$ cat config.mk
export PLATFORM = sky130hd
export DESIGN_NAME = state_dump_unit
export DESIGN_NICKNAME = d
export VERILOG_FILES = /design/src/rtl/state_dump_unit.sv
export SDC_FILE = /design/constraint.sdc
export NUM_CORES = 1
export LEC_CHECK = 0
export BUFFER_PORTS_ARGS = -buffer_cell sky130_fd_sc_hd__buf_2
export CAP_MARGIN = 20
export CELL_PAD_IN_SITES_DETAIL_PLACEMENT = 2
export CELL_PAD_IN_SITES_GLOBAL_PLACEMENT = 2
export CORE_MARGIN = 2
export CORE_UTILIZATION = 28
export DETAILED_ROUTE_END_ITERATION = 6
export MAX_ROUTING_LAYER = met4
export PLACE_DENSITY = 0.81
export REMOVE_ABC_BUFFERS = 1
export SYNTH_ARGS = -nofsm -noshare
export SYNTH_HDL_FRONTEND = slang
export SYNTH_SLANG_ARGS = --single-unit
$ cat constraint.sdc
create_clock -name clk -period 3.1 [get_ports clk]
set_clock_uncertainty 0.05 [all_clocks]
set_input_delay 0.62 -clock clk [delete_from_list [all_inputs] [get_ports clk]]
set_output_delay 0.62 -clock clk [all_outputs]
set_load 0.1 [all_outputs]
$ cat src/rtl/state_dump_unit.sv
// End-of-run state readout: halts the core, then streams every register-file
// entry followed by every data-memory word over a valid/ready channel.
module state_dump_unit #(
   parameter  int CPU_DATA_WIDTH              = 32,
   parameter  int REGISTER_FILE_ADDRESS_WIDTH = 5,
   parameter  int DATA_ADDRESS_WIDTH          = 6,
   localparam int IDX_W = (REGISTER_FILE_ADDRESS_WIDTH > DATA_ADDRESS_WIDTH) ?
                          REGISTER_FILE_ADDRESS_WIDTH : DATA_ADDRESS_WIDTH
) (
   input  logic                                   clk,
   input  logic                                   rst,
   input  logic                                   start_i,
   input  logic                                   abort_i,
   output logic                                   busy_o,
   output logic                                   done_o,
   output logic                                   halt_req_o,
   input  logic                                   halt_ack_i,
   output logic                                   rf_rd_en_o,
   output logic [REGISTER_FILE_ADDRESS_WIDTH-1:0] rf_addr_o,
   input  logic [CPU_DATA_WIDTH-1:0]              rf_data_i,
   output logic                                   dm_rd_en_o,
   output logic [DATA_ADDRESS_WIDTH-1:0]          dm_addr_o,
   input  logic [CPU_DATA_WIDTH-1:0]              dm_data_i,
   output logic                                   out_valid_o,
   input  logic                                   out_ready_i,
   output logic [CPU_DATA_WIDTH-1:0]              out_data_o,
   output logic                                   out_is_mem_o,
   output logic [IDX_W-1:0]                       out_index_o,
   output logic                                   out_last_o
);

   localparam logic [IDX_W-1:0] RF_LAST = IDX_W'((1 << REGISTER_FILE_ADDRESS_WIDTH) - 1);
   localparam logic [IDX_W-1:0] DM_LAST = IDX_W'((1 << DATA_ADDRESS_WIDTH) - 1);

   typedef enum logic [2:0] {
      S_IDLE, S_HALT, S_READ, S_LATCH, S_SEND, S_DONE
   } state_t;

   state_t                    state_q, state_d;
   logic [IDX_W-1:0]          idx_q, idx_d;
   logic                      src_mem_q, src_mem_d;
   logic [CPU_DATA_WIDTH-1:0] out_data_q, out_data_d;
   logic                      out_is_mem_q, out_is_mem_d;
   logic [IDX_W-1:0]          out_index_q, out_index_d;
   logic                      out_last_q, out_last_d;

   always_ff @(posedge clk or posedge rst) begin
      if (rst) begin
         state_q      <= S_IDLE;
         idx_q        <= '0;
         src_mem_q    <= 1'b0;
         out_data_q   <= '0;
         out_is_mem_q <= 1'b0;
         out_index_q  <= '0;
         out_last_q   <= 1'b0;
      end else begin
         state_q      <= state_d;
         idx_q        <= idx_d;
         src_mem_q    <= src_mem_d;
         out_data_q   <= out_data_d;
         out_is_mem_q <= out_is_mem_d;
         out_index_q  <= out_index_d;
         out_last_q   <= out_last_d;
      end
   end

   // Abort wins over every other transition once a dump is underway.
   always_comb begin
      state_d = state_q;
      case (state_q)
         S_IDLE:  if (start_i) state_d = S_HALT;
         S_HALT:  if (abort_i) state_d = S_IDLE;
                  else if (halt_ack_i) state_d = S_READ;
         S_READ:  state_d = abort_i ? S_IDLE : S_LATCH;
         S_LATCH: state_d = abort_i ? S_IDLE : S_SEND;
         S_SEND:  if (abort_i) state_d = S_IDLE;
                  else if (out_ready_i) state_d = out_last_q ? S_DONE : S_READ;
         S_DONE:  state_d = S_IDLE;
         default: state_d = S_IDLE;
      endcase
   end

   always_comb begin
      idx_d        = idx_q;
      src_mem_d    = src_mem_q;
      out_data_d   = out_data_q;
      out_is_mem_d = out_is_mem_q;
      out_index_d  = out_index_q;
      out_last_d   = out_last_q;
      if (state_q == S_HALT && halt_ack_i) begin
         idx_d     = '0;
         src_mem_d = 1'b0;
      end
      if (state_q == S_LATCH) begin
         out_data_d   = src_mem_q ? dm_data_i : rf_data_i;
         out_is_mem_d = src_mem_q;
         out_index_d  = idx_q;
         out_last_d   = src_mem_q && (idx_q == DM_LAST);
      end
      // Register index wraps into the memory region rather than back to x0.
      if (state_q == S_SEND && out_ready_i && !out_last_q) begin
         if (!src_mem_q && idx_q == RF_LAST) begin
            idx_d     = '0;
            src_mem_d = 1'b1;
         end else begin
            idx_d = idx_q + 1'b1;
         end
      end
   end

   always_comb begin
      busy_o       = (state_q != S_IDLE);
      halt_req_o   = (state_q != S_IDLE);
      done_o       = (state_q == S_DONE);
      out_valid_o  = (state_q == S_SEND);
      rf_rd_en_o   = (state_q == S_READ) && !src_mem_q;
      dm_rd_en_o   = (state_q == S_READ) && src_mem_q;
      rf_addr_o    = rf_rd_en_o ? idx_q[REGISTER_FILE_ADDRESS_WIDTH-1:0] : '0;
      dm_addr_o    = dm_rd_en_o ? idx_q[DATA_ADDRESS_WIDTH-1:0] : '0;
      out_data_o   = out_data_q;
      out_is_mem_o = out_is_mem_q;
      out_index_o  = out_index_q;
      out_last_o   = out_last_q;
   end

endmodule

-- After elaboration in Yosys (flattened, before gate mapping)
Cells that the tools add are included.
- output and inout bits: 57
- word-level logic and storage cells: 49
- latch bits: 0
- bits of input ports: 70
- register bits after elaboration: 50
- bits in writable memories: 0
- memories kept: 0
- ROM bits: 0
- $add $sub $neg: 1
- multipliers: 0
- equal/unequal tests: 10
- bitwise operators: 0
- divide/modulo/power cells: 0
- shifts and indexed selects: 0
- order comparisons: 0
- reductions and logical operators: 13
- multiplexer cells: 18
- operators with widths (operator ; count):
    32-bit 2-to-1 mux ; 1
    6-bit 2-to-1 mux ; 4
    3-bit 2-to-1 mux ; 7
    3-bit one-hot mux with 5 select lines ; 1
    1-bit logical AND ; 7
    6-bit by 1-bit adder with 6-bit output, second input constant ; 1
    3-bit by 2-bit equality test with 1-bit output, second input constant ; 2
    3-bit equality test, second input constant ; 2
    6-bit by 5-bit equality test with 1-bit output, second input constant ; 1
    6-bit equality test, second input constant ; 1
    5-bit 2-to-1 mux ; 1
    3-bit by 1-bit equality test with 1-bit output, second input constant ; 1
    3-bit zero test ; 1
    1-bit 2-to-1 mux ; 3
    3-bit by 2-bit != test with 1-bit output, second input constant ; 1
    3-bit != test, second input constant ; 1
    3-bit AND reduction ; 1
    3-bit nonzero test ; 1
    1-bit zero test ; 2
    2-bit 2-to-1 mux ; 1
    2-bit != test, second input constant ; 1
    2-bit nonzero test ; 1

-- Depth between registers and ports, before layout
Gate-level depths: netlist of run 1.
- word-level depth: 5
- depth in mapped cells: 7
- mapped depth without buffers: 5

-- Worst setup path after synthesis of run 1
No wires, ideal clock.
- path kind: register -> output
- from: reg state_q[0]
- to: out rf_addr_o[0]
- path buffers: 1
- arrival: 3.851 ns
- required time: 2.430 ns
- setup slack: -1.421 ns
- stages on the path, launching flop included: 5
- cell sequence: dfrtp_1 > buf_2 > nand2b_1 > nor3_1 > and2_1
- word-level cells in the longest chain between the ends: 3
- ends and longest elaborated chain (element ; RTL line ; RTL):
    start, declared ; 39 ; state_t state_q, state_d;
    start signal, assigned ; 57 ; state_q <= state_d;
    3-bit by 2-bit equality test with 1-bit output ; 116 ; rf_rd_en_o = (state_q == S_READ) && !src_mem_q;
    1-bit logical AND ; 116 ;
    via rf_rd_en_o ; 18 ; output logic rf_rd_en_o,
    5-bit 2-to-1 mux ; 118 ; rf_addr_o = rf_rd_en_o ? idx_q[REGISTER_FILE_ADDRESS_WIDTH-1:0] : '0;
    end, declared ; 19 ; output logic [REGISTER_FILE_ADDRESS_WIDTH-1:0] rf_addr_o,
The timed path passes the listed nets, and every way through them passes these cells.

-- Worst setup path after layout of run 1
- from: reg state_q[1]
- to: out dm_addr_o[1]
- word-level cells in the longest chain between the ends: 3
- ends and longest elaborated chain (element ; RTL line ; RTL):
    3-bit by 2-bit equality test with 1-bit output ; 117 ; dm_rd_en_o = (state_q == S_READ) && src_mem_q;
    1-bit logical AND ; 117 ;
    6-bit 2-to-1 mux ; 119 ; dm_addr_o = dm_rd_en_o ? idx_q[DATA_ADDRESS_WIDTH-1:0] : '0;
    end, declared ; 22 ; output logic [DATA_ADDRESS_WIDTH-1:0] dm_addr_o,
No other way between the ends.

==> results of run 1 <==
==> sequential cells by signal, summed over array words and instances, names as in the netlist <==
register and flops:
state_q 3, out_last_o 1, src_mem_q 1, idx_q 6, out_is_mem_o 1, out_data_o 32
out_index_o 6
==> critical path, delay by kind of cell (launching register included) <==
family	cells	cell delay, ns
DFF	1	0.61
buffers and inverters	1	0.43
and+or+nand+nor	3	0.92
==> area by class of cell <==
class                      instances  area, um^2  area share
sequential                        50        1250       0.380
multi-input combinational        167        1110       0.337
timing repair buffer             132         676       0.205
tap                              108         135      0.0410
clock buffer                       7        76.3      0.0232
clock inverter                     1        30.0     0.00912
inverter                           4        15.0     0.00456
==> cells by family after synthesis <==
kind of cell / after synthesis
simple gates: 72
compound gates: 51
flops: 50
mux: 42
buf+inv: 22
xor+xnor: 1
fa+ha+maj: 1
==> routing by layer <==
metal	up-vias	wire length, um	track usage
met1	1160	2910	0.176
met4	0	99	0.0385
met3	8	381	0.0338
met2	66	4140	0.313
li1	1071	-	-
met5	-	0	-
==> cell usage after synthesis <==
| master | number |
|---|---|
| a21o_1 | 1 |
| a21oi_1 | 3 |
| a22o_1 | 1 |
| a311oi_1 | 1 |
| a32o_1 | 1 |
| and2_1 | 11 |
| and3_1 | 1 |
| buf_1 | 4 |
| buf_2 | 9 |
| buf_4 | 2 |
| clkbuf_1 | 3 |
| dfrtp_1 | 50 |
| ha_1 | 1 |
| inv_1 | 4 |
| mux2_2 | 7 |
| mux2i_1 | 35 |
| nand2_1 | 38 |
| nand2b_1 | 2 |
| nand3_1 | 3 |
| nand3b_1 | 1 |
| nand4_1 | 2 |
| nand4bb_1 | 1 |
| nor2_1 | 3 |
| nor2_4 | 1 |
| nor3_1 | 3 |
| nor3b_1 | 1 |
| nor3b_2 | 1 |
| nor4b_1 | 1 |
| o21ai_0 | 38 |
| o22a_1 | 1 |
| o31ai_1 | 4 |
| o32ai_1 | 1 |
| or3_1 | 2 |
| or3b_4 | 1 |
| xor2_1 | 1 |
==> power by group <==
part           switching (mW)  internal, mW  total [mW]
Combinational            2.10         0.335        2.43
Sequential              0.145         0.881        1.03
Clock                   0.209         0.242       0.451
Total                    2.45          1.46        3.91
==> final timing paths <==
kind	slack [ns]	end	start
min in group clk	0.43	out_data_o[20]	out_data_o[20]
setup reg to reg	1.05	out_index_o[4]	state_q[1]
hold / removal	0.35	out_data_o[19]	rst
max in group asynchronous	1.97	out_data_o[20]	rst
setup / recovery	0.16	dm_addr_o[1]	state_q[1]
hold reg to reg	0.43	out_data_o[20]	out_data_o[20]
==> through the flow <==
| stage | power (mW) | TNS, ns | instances | worst slack (ns) | cell area, um^2 |
|---|---|---|---|---|---|
| floorplan | 3.04 | -18.73 | 221 | -1.90 | 2370 |
| global placement | 3.43 | 0 | 461 | 0.639 | 3190 |
| detailed placement | 3.50 | 0 | 461 | 0.460 | 3190 |
| CTS | 3.96 | 0 | 469 | 0.112 | 3290 |
| global route | 4.09 | 0 | 469 | 0.00397 | 3290 |
| finish | 3.91 | 0 | 469 | 0.164 | 3290 |
==> results.json, run 1 <==
{
  "final_common_cell": "buf_2",
  "fin_nets": 431,
  "final_util": 0.381,
  "cts_tree": "built",
  "antenna_found_initial": 0,
  "synth_top_area_frac": 0.509,
  "synth_top_family_by_area": "multiplexers",
  "insertion_delay_ns": 0.30,
  "rows": 34,
  "port_buffers": 126,
  "cts-root-buf": "clkbuf_8",
  "gp_congestion": 0.672,
  "routedWlPerCell_um": 16.1,
  "period_needed_ns": 2.94,
  "cts_setup_buffers": 0,
  "synthMuxAreaShare": 0.175,
  "dr.pass1.iters": 4,
  "hold_buffers": 0,
  "clockBufferDepth": 2,
  "vias_per_cell": 4.91,
  "synth_warnings": 0,
  "synthCells": 239,
  "ant_nets": 0,
  "cts.sinks": 50,
  "coreArea_um2": 8640,
  "cp-end-kind": "primary output",
  "layout_common_cells": "126 x buf_2, 49 x dfrtp_1, 38 x nand2_1, 38 x o21ai_0, 35 x mux2i_1",
  "cp_slowest_cell": "dfrtp_1",
  "grt_pass1_wl_um": 12500,
  "die_area_um2": 9540,
  "cts_resized": 0,
  "seq_area_frac_synth": 0.509,
  "cts_made_buffers": 5,
  "grt-ovfl-total": 0,
  "area_delta_synth_final_pct": 34.1,
  "io_pins": 127,
  "critPathKind": "register to primary output",
  "worst_slew_pin_slew_ns": 0.644,
  "crit_chain": "nand2b_1 -> nor3b_2 -> and2_1 -> buf_2",
  "diodes": 0,
  "avgSynthCellArea_um2": 10.3,
  "leakage_nw": 1.66,
  "setup_viol": 0,
  "fillerInstances": 1009,
  "peakVddDrop_v": 0.000321,
  "worstPathArrival_ns": 2.27,
  "drc_errors": 0,
  "cp.required_ns": 2.43,
  "cts.htree.levels": 2,
  "synth_area_leaders": "dfrtp_1 51%, mux2i_1 14%, o21ai_0 7.7%",
  "yosys.area.top_type": "dfrtp_1",
  "dieHeight_um": 97.7,
  "grt_start_max_net_pins": 37,
  "ys_types": 35,
  "initial_core_util": 0.285,
  "dr.first_iter.drc_count": 63,
  "period_share": 0.947,
  "holdWs_ns": 0.349,
  "vias": 2305,
  "reg2reg_depth": 3,
  "grt_usage": 0.165,
  "pwr_density_cell_nw_per_um2": 1190,
  "grt_pass1_vias": 2520,
  "ys_seq_elements": 50,
  "finalHoldViolations": 0,
  "synth_fa_ha_area_frac": 0.00509,
  "slowest_delay_ns": 0.61,
  "clkSlewWorstSetupHoldPaths_ns": 0.09,
  "maxCapViolCount": 0,
  "die_w_um": 97.7,
  "relSlewSlack": 0.570,
  "routed_wl_um": 7540,
  "status": "completed",
  "syn_area_um2": 2460,
  "place_hpwl_um": 5950,
  "min_path_type": "input pin to async pin",
  "layout-drive-gt1-share": 0.418,
  "start_kind": "register",
  "maxSlewViolCount": 0,
  "max_clock_freq_mhz": 341,
  "synth_xor_area_frac": 0.00356,
  "synth-simple-area-share": 0.149,
  "cp_max_fo": 13,
  "rsz0062_at_grt": "false",
  "synth_compound_area_frac": 0.117
}
Note: power is estimated with default switching activity, not from simulation.
==> run 2: changes to the inputs <==
--- a/config.mk
+++ b/config.mk
@@ -9,6 +9,7 @@
 export CAP_MARGIN = 20
 export CELL_PAD_IN_SITES_DETAIL_PLACEMENT = 2
 export CELL_PAD_IN_SITES_GLOBAL_PLACEMENT = 2
+export CORE_ASPECT_RATIO = 0.5
 export CORE_MARGIN = 2
 export CORE_UTILIZATION = 28
 export DETAILED_ROUTE_END_ITERATION = 6
==> results.json, run 2 (synthesized netlist as in run 1, its figures left out) <==
{
  "post-place-ws_ns": 0.475,
  "final_common_cell": "buf_2",
  "maxSlewViolCount": 0,
  "worst_slew_pin_slew_ns": 0.660,
  "cp_max_fo": 13,
  "grt_pass1_vias": 2544,
  "cts_tree": "built",
  "final_util": 0.387,
  "ff2ff_setup_slack_ns": 1.14,
  "leakage_nw": 1.68,
  "status": "completed",
  "io_pins": 127,
  "reg2reg_depth": 4,
  "routedWlPerCell_um": 17.7,
  "die_area_um2": 9590,
  "start_kind": "register",
  "grt_pass1_wl_um": 13600,
  "cts.htree.levels": 2,
  "cts-root-buf": "clkbuf_16",
  "sequentialPowerShare": 0.257,
  "crit_path_end": "dm_addr_o[0]",
  "hold_buffers": 0,
  "clkSlewWorstSetupHoldPaths_ns": 0.07,
  "final_area_um2": 3340,
  "setup_viol": 0,
  "drc_errors": 0,
  "cp.required_ns": 2.43,
  "antenna_found_initial": 0,
  "cts.sinks": 50,
  "crit_chain": "nand2b_1 -> nor3b_2 -> and2_1 -> buf_2",
  "slowest_delay_ns": 0.60,
  "relSlewSlack": 0.560,
  "power.internal_mw": 1.53,
  "worstPathArrival_ns": 2.19,
  "dr.pass1.iters": 4,
  "finalHoldViolations": 0,
  "switching_share": 0.621,
  "period_share": 0.922,
  "rsz0062_at_grt": "false",
  "largest_reg_flops": 32,
  "r2r_end": "out_index_o[3]",
  "power_mw": 4.04,
  "period_needed_ns": 2.86,
  "insertion_delay_ns": 0.29,
  "dr.first_iter.drc_count": 78,
  "pwr_density_cell_nw_per_um2": 1210,
  "min_path_type": "input pin to async pin",
  "p_sw_mw": 2.51,
  "r2r-start": "state_q[2]",
  "cp-end-kind": "primary output",
  "vias_per_cell": 4.77,
  "dieHeight_um": 70.2,
  "ant_nets": 0,
  "port_buffers": 126,
  "maxCapViolCount": 0,
  "gp_congestion": 0.771,
  "coreArea_um2": 8620,
  "initial_core_util": 0.285,
  "max_clock_freq_mhz": 350,
  "clockBufferDepth": 2,
  "place_hpwl_um": 6580,
  "worst_slack_ns": 0.243,
  "cts_made_buffers": 5,
  "area_delta_synth_final_pct": 35.9,
  "grt_start_max_net_pins": 75,
  "layout-drive-gt1-share": 0.421,
  "critPathKind": "register to primary output",
  "grt_usage": 0.192,
  "critPathLaunch": "state_q[1]",
  "pwr-share-comb": 0.607,
  "placedInstanceArea_um2": 3190,
  "peakVddDrop_v": 0.000472,
  "die_w_um": 136,
  "cp_slowest_cell": "dfrtp_1",
  "diodes": 0,
  "tns_ns": 0,
  "routed_wl_um": 8440,
  "rows": 24,
  "layout_common_cells": "126 x buf_2, 49 x dfrtp_1, 38 x nand2_1, 38 x o21ai_0, 35 x mux2i_1",
  "pwr-share-clk": 0.136,
  "vias": 2271,
  "grt-ovfl-total": 0,
  "fin_nets": 430
}
[run 2: worst max-delay path: cells and delay by family (launching register included)]
kind	cells	cell delay (ns)
buffers and inverters	1	0.44
flip-flops	1	0.60
AND/OR/NAND/NOR	3	0.85
[run 2: how the worst min path moves through the flow]
stage / from / end / slack (ns) / depth (start not counted)
3_5_place_dp: out_data_o[24] / out_data_o[24] / 0.42 / 2
5_1_grt: rst / out_index_o[4] / 0.41 / 2
3_3_place_gp: out_data_o[6] / out_data_o[6] / 0.41 / 2
4_1_cts: rst / out_index_o[4] / 0.37 / 2
2_1_floorplan: idx_q[5] / idx_q[5] / 0.44 / 1
6_report: rst / state_q[0] / 0.36 / 2
[run 2: final cells by class]
| type | instances | area [um^2] |
|---|---|---|
| Multi-Input combinational cell | 167 | 1110 |
| Clock buffer | 7 | 143 |
| Timing Repair Buffer | 131 | 668 |
| Inverter | 4 | 15.0 |
| Sequential cell | 50 | 1250 |
| Tap cell | 117 | 146 |
| Fill cell | 966 | 5280 |
[run 2: what timing repair did]
| action | 4_1_cts | 5_1_grt |
|---|---|---|
| setup endpoints to repair | 0 | 1 |
| resized for setup | 0 | 1 |
| setup buffers | 0 | 0 |
[run 2: power groups by stage]
stage / combinational (mW) / sequential (mW) / clock, mW
floorplan: 0.448 / 2.59 / 0
global placement: 2.41 / 1.03 / 0
detailed placement: 2.47 / 1.05 / 0
CTS: 2.47 / 1.04 / 0.573
global route: 2.54 / 1.08 / 0.598
finish: 2.45 / 1.04 / 0.551
[run 2: per-layer routing]
layer / GRT usage / part of all wire / vias to the layer above / routed length, um
met5: - / 0 / - / 0
met4: 0.0613 / 0.020 / 0 / 170
met3: 0.0378 / 0.029 / 17 / 241
met2: 0.358 / 0.57 / 42 / 4800
met1: 0.204 / 0.38 / 1141 / 3230
li1: - / - / 1071 / -
[run 2: through the flow]
stage / hold slack, ns / instances
floorplan: 0.442 / 221
global placement: 0.411 / 469
detailed placement: 0.416 / 469
CTS: 0.373 / 476
global route: 0.409 / 476
finish: 0.355 / 476
